**src/rtl/ps2_host_if.sv**
```systemverilog
// Wishbone slave bus bundle for the PS/2 host controller.
interface ps2_host_if;
    logic        cyc_i;
    logic        stb_i;
    logic        we_i;
    logic [3:0]  sel_i;
    logic [1:0]  adr_i;
    logic [31:0] dat_i;
    logic [31:0] dat_o;
    logic        ack_o;

    modport master (
        output cyc_i, stb_i, we_i, sel_i, adr_i, dat_i,
        input  dat_o, ack_o
    );

    modport slave (
        input  cyc_i, stb_i, we_i, sel_i, adr_i, dat_i,
        output dat_o, ack_o
    );
endinterface

```
**src/rtl/ps2_host.sv**
```systemverilog
// PS/2 host port: filtered RX with E0/F0 folding into an event FIFO,
// host-to-device TX, sticky error status and level interrupt.
module ps2_host #(
    parameter int FIFO_AW        = 4,
    parameter int FILTER_LEN     = 4,
    parameter int TIMEOUT_CYCLES = 50000,
    parameter int INHIBIT_CYCLES = 5000
) (
    input  logic      clk_i,
    input  logic      rst_i,
    input  logic      ps2_clk_i,
    input  logic      ps2_dat_i,
    output logic      ps2_clk_oe,
    output logic      ps2_dat_oe,
    ps2_host_if.slave bus,
    output logic      irq_o
);

    localparam int DEPTH = 1 << FIFO_AW;
    localparam int FW    = $clog2(FILTER_LEN + 1);
    localparam int TW    = $clog2(TIMEOUT_CYCLES + 1);
    localparam int IW    = $clog2(INHIBIT_CYCLES + 1);

    localparam logic [2:0] TX_IDLE    = 3'd0;
    localparam logic [2:0] TX_INHIBIT = 3'd1;
    localparam logic [2:0] TX_REQ     = 3'd2;
    localparam logic [2:0] TX_SHIFT   = 3'd3;
    localparam logic [2:0] TX_ACK     = 3'd4;
    localparam logic [2:0] TX_WAIT    = 3'd5;

    logic [1:0]    clk_sync, dat_sync;
    logic [FW-1:0] clk_run, dat_run;
    logic          clk_f, dat_f, clk_fall;

    logic [3:0]    rx_cnt;
    logic [8:0]    rx_sh;
    logic          byte_valid, rx_perr;
    logic [7:0]    rx_byte;

    logic [2:0]    tx_state;
    logic [8:0]    tx_sh;
    logic [3:0]    tx_cnt;
    logic [IW-1:0] inh_cnt;
    logic          tx_dat_oe, tx_nack_set;
    logic          tx_idle, tx_line;

    logic [TW-1:0] to_cnt;
    logic          to_active, to_hit;

    logic [9:0]         mem [DEPTH];
    logic [FIFO_AW-1:0] wr_ptr, rd_ptr;
    logic [FIFO_AW:0]   count;
    logic               fifo_empty, fifo_full;
    logic               push_req, push, pop, flush;
    logic [9:0]         push_data;
    logic               brk_p, ext_p;

    logic        req, rd, wr;
    logic        tx_start, txovr_set, ovf_set;
    logic [4:0]  sticky, sticky_set, sticky_clr;
    logic        irq_en, raw_mode;
    logic [31:0] rdata;
    logic        unused_bits;

    assign unused_bits = &{1'b0, bus.sel_i, bus.dat_i[31:15], bus.dat_i[9:8]};

    // Two-flop synchroniser followed by a run-length filter per line.
    always_ff @(posedge clk_i) begin
        if (rst_i) begin
            clk_sync <= 2'b11;
            dat_sync <= 2'b11;
            clk_run  <= '0;
            dat_run  <= '0;
            clk_f    <= 1'b1;
            dat_f    <= 1'b1;
            clk_fall <= 1'b0;
        end else begin
            clk_sync <= {clk_sync[0], ps2_clk_i};
            dat_sync <= {dat_sync[0], ps2_dat_i};
            clk_fall <= 1'b0;
            if (clk_sync[1] == clk_f) begin
                clk_run <= '0;
            end else if (clk_run == FW'(FILTER_LEN - 1)) begin
                clk_run  <= '0;
                clk_f    <= clk_sync[1];
                clk_fall <= ~clk_sync[1];
            end else begin
                clk_run <= clk_run + 1'b1;
            end
            if (dat_sync[1] == dat_f) begin
                dat_run <= '0;
            end else if (dat_run == FW'(FILTER_LEN - 1)) begin
                dat_run <= '0;
                dat_f   <= dat_sync[1];
            end else begin
                dat_run <= dat_run + 1'b1;
            end
        end
    end

    assign tx_idle = (tx_state == TX_IDLE);
    assign tx_line = (tx_state == TX_REQ) | (tx_state == TX_SHIFT) |
                     (tx_state == TX_ACK) | (tx_state == TX_WAIT);

    assign to_active = (rx_cnt != 4'd0) | tx_line;
    assign to_hit    = to_active & ~clk_fall &
                       (to_cnt == TW'(TIMEOUT_CYCLES - 1));

    always_ff @(posedge clk_i) begin
        if (rst_i || !to_active || clk_fall || to_hit) begin
            to_cnt <= '0;
        end else begin
            to_cnt <= to_cnt + 1'b1;
        end
    end

    // rx_sh collects D0..D7 then parity, LSB first.
    always_ff @(posedge clk_i) begin
        if (rst_i) begin
            rx_cnt     <= 4'd0;
            rx_sh      <= 9'd0;
            rx_byte    <= 8'd0;
            byte_valid <= 1'b0;
            rx_perr    <= 1'b0;
        end else begin
            byte_valid <= 1'b0;
            rx_perr    <= 1'b0;
            if (!tx_idle || to_hit) begin
                rx_cnt <= 4'd0;
            end else if (clk_fall) begin
                case (rx_cnt)
                    4'd0: begin
                        if (!dat_f) rx_cnt <= 4'd1;
                    end
                    4'd10: begin
                        rx_cnt <= 4'd0;
                        if (dat_f && (^rx_sh)) begin
                            byte_valid <= 1'b1;
                            rx_byte    <= rx_sh[7:0];
                        end else begin
                            rx_perr <= 1'b1;
                        end
                    end
                    default: begin
                        rx_sh  <= {dat_f, rx_sh[8:1]};
                        rx_cnt <= rx_cnt + 4'd1;
                    end
                endcase
            end
        end
    end

    assign req       = bus.cyc_i & bus.stb_i & ~bus.ack_o;
    assign rd        = req & ~bus.we_i;
    assign wr        = req & bus.we_i;
    assign tx_start  = wr & (bus.adr_i == 2'd0) & tx_idle;
    assign txovr_set = wr & (bus.adr_i == 2'd0) & ~tx_idle;
    assign flush     = wr & (bus.adr_i == 2'd1) & bus.dat_i[0];

    assign fifo_empty = (count == '0);
    assign fifo_full  = (count == (FIFO_AW + 1)'(DEPTH));
    assign pop        = rd & (bus.adr_i == 2'd0) & ~fifo_empty;

    assign push_req = byte_valid &
                      (raw_mode | ((rx_byte != 8'hF0) & (rx_byte != 8'hE0)));
    assign push_data = raw_mode ? {2'b00, rx_byte} : {brk_p, ext_p, rx_byte};
    assign push      = push_req & ~fifo_full & ~flush;
    assign ovf_set   = push_req & fifo_full & ~flush;

    always_ff @(posedge clk_i) begin
        if (rst_i) begin
            brk_p <= 1'b0;
            ext_p <= 1'b0;
        end else if (byte_valid) begin
            if (push_req) begin
                brk_p <= 1'b0;
                ext_p <= 1'b0;
            end else if (rx_byte == 8'hF0) begin
                brk_p <= 1'b1;
            end else begin
                ext_p <= 1'b1;
            end
        end
    end

    always_ff @(posedge clk_i) begin
        if (push) mem[wr_ptr] <= push_data;
    end

    always_ff @(posedge clk_i) begin
        if (rst_i || flush) begin
            wr_ptr <= '0;
            rd_ptr <= '0;
            count  <= '0;
        end else begin
            if (push) wr_ptr <= wr_ptr + 1'b1;
            if (pop) rd_ptr <= rd_ptr + 1'b1;
            count <= count + {{FIFO_AW{1'b0}}, push}
                           - {{FIFO_AW{1'b0}}, pop};
        end
    end

    // Bit 0 of the shift register is always the next bit to drive.
    always_ff @(posedge clk_i) begin
        if (rst_i) begin
            tx_state    <= TX_IDLE;
            tx_sh       <= 9'd0;
            tx_cnt      <= 4'd0;
            inh_cnt     <= '0;
            tx_dat_oe   <= 1'b0;
            tx_nack_set <= 1'b0;
        end else begin
            tx_nack_set <= 1'b0;
            if (to_hit && tx_line) begin
                tx_state  <= TX_IDLE;
                tx_dat_oe <= 1'b0;
            end else begin
                case (tx_state)
                    TX_IDLE: begin
                        if (tx_start) begin
                            tx_sh    <= {~^bus.dat_i[7:0], bus.dat_i[7:0]};
                            inh_cnt  <= '0;
                            tx_state <= TX_INHIBIT;
                        end
                    end
                    TX_INHIBIT: begin
                        if (inh_cnt == IW'(INHIBIT_CYCLES - 1)) begin
                            tx_state  <= TX_REQ;
                            tx_dat_oe <= 1'b1;
                        end else begin
                            inh_cnt <= inh_cnt + 1'b1;
                        end
                    end
                    TX_REQ: begin
                        if (clk_fall) begin
                            tx_dat_oe <= ~tx_sh[0];
                            tx_sh     <= {1'b0, tx_sh[8:1]};
                            tx_cnt    <= 4'd1;
                            tx_state  <= TX_SHIFT;
                        end
                    end
                    TX_SHIFT: begin
                        if (clk_fall) begin
                            tx_cnt <= tx_cnt + 4'd1;
                            if (tx_cnt == 4'd9) begin
                                tx_dat_oe <= 1'b0;
                                tx_state  <= TX_ACK;
                            end else begin
                                tx_dat_oe <= ~tx_sh[0];
                                tx_sh     <= {1'b0, tx_sh[8:1]};
                            end
                        end
                    end
                    TX_ACK: begin
                        if (clk_fall) begin
                            tx_nack_set <= dat_f;
                            tx_state    <= TX_WAIT;
                        end
                    end
                    TX_WAIT: begin
                        if (clk_f && dat_f) tx_state <= TX_IDLE;
                    end
                    default: tx_state <= TX_IDLE;
                endcase
            end
        end
    end

    assign ps2_clk_oe = (tx_state == TX_INHIBIT);
    assign ps2_dat_oe = tx_dat_oe;

    // Sticky order matches status bits 14:10.
    assign sticky_set = {txovr_set, to_hit, tx_nack_set, ovf_set, rx_perr};
    assign sticky_clr = (wr && bus.adr_i == 2'd1) ? bus.dat_i[14:10] : 5'd0;

    always_ff @(posedge clk_i) begin
        if (rst_i) begin
            sticky <= 5'd0;
        end else begin
            sticky <= (sticky & ~sticky_clr) | sticky_set;
        end
    end

    always_comb begin
        rdata = 32'd0;
        case (bus.adr_i)
            2'd0: if (!fifo_empty) rdata = {1'b1, 21'd0, mem[rd_ptr]};
            2'd1: rdata = {17'd0, sticky, ~tx_idle, fifo_full, 8'(count)};
            2'd2: rdata = {30'd0, raw_mode, irq_en};
            default: rdata = 32'd0;
        endcase
    end

    always_ff @(posedge clk_i) begin
        if (rst_i) begin
            bus.ack_o <= 1'b0;
            bus.dat_o <= 32'd0;
            irq_en    <= 1'b0;
            raw_mode  <= 1'b0;
            irq_o     <= 1'b0;
        end else begin
            bus.ack_o <= req;
            if (req) bus.dat_o <= rdata;
            if (wr && bus.adr_i == 2'd2) begin
                irq_en   <= bus.dat_i[0];
                raw_mode <= bus.dat_i[1];
            end
            irq_o <= irq_en & (~fifo_empty | (|sticky));
        end
    end

endmodule

```
**src/flat_wrapper.sv**
```systemverilog
// flat-port wrapper written by rule: the top's interface ports become plain ports
module ps2_host_flat 
#(
    parameter int FIFO_AW        = 4,
    parameter int FILTER_LEN     = 4,
    parameter int TIMEOUT_CYCLES = 50000,
    parameter int INHIBIT_CYCLES = 5000
)
  (clk_i, rst_i, ps2_clk_i, ps2_dat_i, ps2_clk_oe, ps2_dat_oe, irq_o, bus_cyc_i, bus_stb_i, bus_we_i, bus_sel_i, bus_adr_i, bus_dat_i, bus_dat_o, bus_ack_o);
  ps2_host_if bus_i ();
  input  logic clk_i;
  input  logic rst_i;
  input  logic ps2_clk_i;
  input  logic ps2_dat_i;
  output logic ps2_clk_oe;
  output logic ps2_dat_oe;
  output logic irq_o;
  input wire logic [$bits(bus_i.cyc_i)-1:0] bus_cyc_i;
  input wire logic [$bits(bus_i.stb_i)-1:0] bus_stb_i;
  input wire logic [$bits(bus_i.we_i)-1:0] bus_we_i;
  input wire logic [$bits(bus_i.sel_i)-1:0] bus_sel_i;
  input wire logic [$bits(bus_i.adr_i)-1:0] bus_adr_i;
  input wire logic [$bits(bus_i.dat_i)-1:0] bus_dat_i;
  output wire logic [$bits(bus_i.dat_o)-1:0] bus_dat_o;
  output wire logic [$bits(bus_i.ack_o)-1:0] bus_ack_o;
  assign bus_i.cyc_i = bus_cyc_i;
  assign bus_i.stb_i = bus_stb_i;
  assign bus_i.we_i = bus_we_i;
  assign bus_i.sel_i = bus_sel_i;
  assign bus_i.adr_i = bus_adr_i;
  assign bus_i.dat_i = bus_dat_i;
  assign bus_dat_o = bus_i.dat_o;
  assign bus_ack_o = bus_i.ack_o;
  ps2_host #(.FIFO_AW(FIFO_AW), .FILTER_LEN(FILTER_LEN), .TIMEOUT_CYCLES(TIMEOUT_CYCLES), .INHIBIT_CYCLES(INHIBIT_CYCLES)) u_core (.clk_i(clk_i), .rst_i(rst_i), .ps2_clk_i(ps2_clk_i), .ps2_dat_i(ps2_dat_i), .ps2_clk_oe(ps2_clk_oe), .ps2_dat_oe(ps2_dat_oe), .bus(bus_i), .irq_o(irq_o));
endmodule
```
**config.mk**
```make
export PLATFORM = sky130hd
export DESIGN_NAME = ps2_host_flat
export DESIGN_NICKNAME = d
export VERILOG_FILES = /design/src/rtl/ps2_host_if.sv /design/src/rtl/ps2_host.sv /design/src/flat_wrapper.sv
export SDC_FILE = /design/constraint.sdc
export NUM_CORES = 1
export LEC_CHECK = 0
export BUFFER_PORTS_ARGS = -buffer_cell sky130_fd_sc_hd__clkbuf_2
export CAP_MARGIN = 0
export CORE_ASPECT_RATIO = 1.4
export CORE_UTILIZATION = 35
export CTS_CLUSTER_DIAMETER = 80
export CTS_CLUSTER_SIZE = 40
export DETAILED_ROUTE_END_ITERATION = 7
export HOLD_SLACK_MARGIN = 0.08
export PLACE_DENSITY = 0.49
export SLEW_MARGIN = 5
export SYNTH_ARGS = -nofsm -noshare
export SYNTH_HDL_FRONTEND = slang
export SYNTH_SLANG_ARGS = --single-unit
```
**constraint.sdc**
```tcl
create_clock -name clk_i -period 3.2 [get_ports clk_i]
set_input_delay 0.16 -clock clk_i [delete_from_list [all_inputs] [get_ports clk_i]]
set_output_delay 0.16 -clock clk_i [all_outputs]
set_load 0.1 [all_outputs]
```
==> impl_metrics.py <==
metrics = {
    "clock_tree": {
        "cts_tree": "done",
        "cts_setup_buffers": 0,
        "root_buffer": "clkbuf_16",
        "insertion_delay_ns": 0.53,
        "clock-sinks": 287,
        "clockBufferDepth": 3,
        "cts.repair.resized": 0,
        "path_clk_slew_ns": 0.14,
        "cts_hold_buf": 16,
        "htreeDepth": 1,
        "cts_buffers": 14,
    },
    "logic_synthesis": {
        "ys_ff_latch": 287,
        "synth_top_area_frac": 0.3955,
        "synthTopCellsByArea": "edfxtp_1 40%, dfxtp_1 21%, mux4_2 6.9%",
        "ys.flop_type": "edfxtp_1",
        "yosysWarnings": 0,
        "synth-edff-count": 160,
        "syn_area_mm2": 0.01215,
        "synthCells": 936,
        "yosysTopAreaCell": "edfxtp_1",
        "yosysMostFrequentCell": "edfxtp_1",
        "ys_seq_area_frac": 0.6048,
        "avgSynthCellArea_um2": 12.98,
        "synth_cell_type_count": 73,
        "netlist_top_cells_count": "160 x edfxtp_1, 127 x dfxtp_1, 101 x nor2_1",
        "synthArstFlopShare": 0,
    },
    "setup_path": {
        "crit_required_ns": 3.64,
        "critPathKind": "reg2reg",
        "startpoint_type": "flop",
        "cpMostUsedCell": "inv_1",
        "critical_path_arrival_ns": 3.38,
        "slowest_delay_ns": 0.47,
        "r2r-start": "u_core.count[3]$_SDFF_PP0_",
        "end_kind": "flop",
        "worst-path-buf-inv": 4,
        "reg2reg_slack_ns": 0.26,
        "critical_path.max_fanout": 5,
        "path_cells": "inv_1 -> ha_1 -> or4b_1 -> and4b_1 -> ha_1 -> inv_1 -> ha_1 -> inv_1 -> fa_1 -> inv_1 -> a21oi_1 -> nor2_1 -> or3_1 -> a21oi_1",
        "reg2reg_to": "u_core.count[4]$_SDFF_PP0_",
        "cp_slowest_cell": "or4b_1",
        "rr_worst_depth": 14,
        "cpLargestDelayFamily": "simple AND/OR/NAND/NOR gates",
        "crit_start": "u_core.count[3]$_SDFF_PP0_",
    },
    "global_route": {
        "antenna_found_initial": 0,
        "grt_usage": 0.1602,
        "gr-total-overflow": 0,
        "grt_pass1_vias": 7498,
        "grt_max_degree": 41,
        "grt_first_pass_wirelength_um": 43840,
    },
    "worst_hold_path": {
        "hold_class": "in2reg",
        "hold_end": "u_core.bus.dat_o[0]$_SDFFE_PP0N_",
        "hold_start": "bus_adr_i[0]",
        "hold_path_depth": 4,
    },
    "sta": {
        "slew_violations": 0,
        "finalHoldViolCount": 0,
        "maxSlewHeadroom": 0.2627,
        "final.period_utilization": 0.9176,
        "fin_crit_ns": 2.936,
        "fin_setup_tns_ns": 0,
        "fmax_mhz": 340.6,
        "tightestPinTransition_ns": 1.104,
        "setup_violations": 0,
        "layout_setup_ws_ns": 0.2637,
        "rsz0062_at_grt": "false",
        "clock_skew_ns": 0.04376,
    },
    "finish": {
        "layout-drive-gt1-share": 0.1592,
        "diodes": 0,
        "synthToLayoutAreaGrowth_pct": 12.19,
        "nFillCells": 3236,
        "final-seq-area_mm2": 0.007348,
        "fin_nets": 1071,
        "multi_input_area_mm2": 0.004432,
    },
    "routing": {
        "avgViaCountPerCell": 5.021,
        "wirelength_um": 27850,
        "wl_per_cell_um": 19.05,
        "drc_errors": 0,
        "vias": 7341,
        "first_pass_iters": 4,
        "first_iter_violations": 384,
        "ant_nets": 0,
    },
    "floorplan": {
        "die_width_um": 159.5,
        "start_util": 0.3559,
        "rows": 80,
        "die_area_mm2": 0.03547,
        "die_h_um": 222.4,
        "core_area_mm2": 0.03413,
        "io_pins": 81,
    },
    "power_and_ir_drop": {
        "p_per_area_mw_per_mm2": 488.6,
        "ir_worst_vdd_mv": 0.4892,
        "switching_share": 0.2474,
        "p_sw_mw": 1.647,
        "p_int_mw": 5.011,
        "comb_power_share": 0.064,
        "power_leakage_nw": 4.750,
        "pwr-share-clk": 0.351,
        "seqPwrFrac": 0.585,
    },
    "place": {
        "post-place-ws_ns": 0.2757,
        "portBuffers": 41,
        "routabilityCongestion": 0.7848,
        "hpwl_um": 19420,
    },
    "outcome": {
        "status": "completed",
    },
    "flow_run": {
        "maxCapViolCount": 0,
    },
}
cell families after synthesis:
group / Yosys count / share of synthesized area
AOI/OAI and AO/OA: 113 / 0.06283
xor gates and xnor gates: 51 / 0.04171
adders and majority gates: 23 / 0.02431
buffers and inverters: 83 / 0.03543
DFF: 287 / 0.6048
muxes: 72 / 0.1017
other: 1 / 0.0003087
and+or+nand+nor: 306 / 0.1290
power by group through the flow:
| stage | Sequential [mW] | Clock [mW] | Combinational [mW] |
|---|---|---|---|
| detailed placement | 3.98 | 0 | 0.411 |
| global route | 3.90 | 2.54 | 0.457 |
| floorplan | 4.02 | 0 | 0.274 |
| CTS | 3.90 | 2.43 | 0.427 |
| finish | 3.89 | 2.34 | 0.425 |
| global placement | 3.98 | 0 | 0.410 |
placed cells by master, fill, tap and decap left out, types with 10 or more instances in the layout:
cell           instances
xnor2_1               30
buf_4                 35
o21ai_0               14
clkbuf_16             15
inv_1                 24
nand4_1               18
nand2_1               56
nor2_1               101
xor2_1                17
conb_1                16
mux2i_1               30
o31ai_1               11
clkbuf_2              41
mux4_2                37
dlygate4sd3_1         16
edfxtp_1             160
and3_1                20
ha_1                  22
nor3_1                10
nand3_1               24
nor2b_1               14
a21oi_1               40
dfxtp_1              126
how the worst max path moves through the flow:
stage,end,slack (ns),depth (start not counted)
4_1_cts,u_core.count[4]$_SDFF_PP0_,0.24,14
2_1_floorplan,u_core.count[4]$_SDFF_PP0_,0.16,12
3_3_place_gp,u_core.count[4]$_SDFF_PP0_,0.29,14
5_1_grt,u_core.count[4]$_SDFF_PP0_,0.02,14
6_report,u_core.count[4]$_SDFF_PP0_,0.26,14
3_5_place_dp,u_core.count[4]$_SDFF_PP0_,0.28,14
final cells by class:
class                   instances  area share
multi-input cells             581      0.3252
flip-flops and latches        287      0.5392
inverters                      26    0.007161
clock buffers                  16     0.02855
well taps                     451     0.04140
repair buffers                 93     0.04755
clock inverters                 8     0.01102
registers in the layout (all words and copies together) (netlist names), 2 cells and up, named ones only:
name              flops
u_core.inh_cnt       13
u_core.tx_state       3
u_core.rx_byte        8
u_core.rx_cnt         4
u_core.mem          160
u_core.tx_sh          9
u_core.wr_ptr         4
u_core.count          5
u_core.sticky         5
u_core.bus.dat_o     16
u_core.dat_sync       2
u_core.dat_run        3
u_core.clk_sync       2
u_core.rx_sh          9
u_core.tx_cnt         4
u_core.clk_run        3
u_core.rd_ptr         4
u_core.to_cnt        16
layer usage:
layer  share of wire  global-route usage  vias to the layer above
met4           0.017             0.03784                        0
met1            0.41              0.1964                     3634
li1                -                   -                     3561
met2            0.53              0.3009                      124
met5               0                   0                        -
met3           0.039             0.01437                       22
stage by stage:
step / util / total power [mW] / hold WS [ns] / cells / cell area (um2)
2_1_floorplan: - / 4.298 / 0.2638 / 951 / 12200
3_3_place_gp: 0.3788 / 4.388 / 0.3484 / 1422 / 12930
3_5_place_dp: 0.3788 / 4.390 / 0.3480 / 1422 / 12930
4_1_cts: 0.3993 / 6.753 / 0.08585 / 1462 / 13630
5_1_grt: 0.3993 / 6.898 / 0.1108 / 1462 / 13630
6_report: 0.3993 / 6.659 / 0.09864 / 1462 / 13630
worst reg2reg max path, cell delays in order, from the launching register on:
cell	delay (ns)
dfxtp_1	0.34
inv_1	0.10
ha_1	0.18
or4b_1	0.47
and4b_1	0.29
ha_1	0.31
inv_1	0.04
ha_1	0.18
inv_1	0.07
fa_1	0.21
inv_1	0.05
a21oi_1	0.13
nor2_1	0.06
or3_1	0.33
a21oi_1	0.13
(Power assumes the default switching activity.)
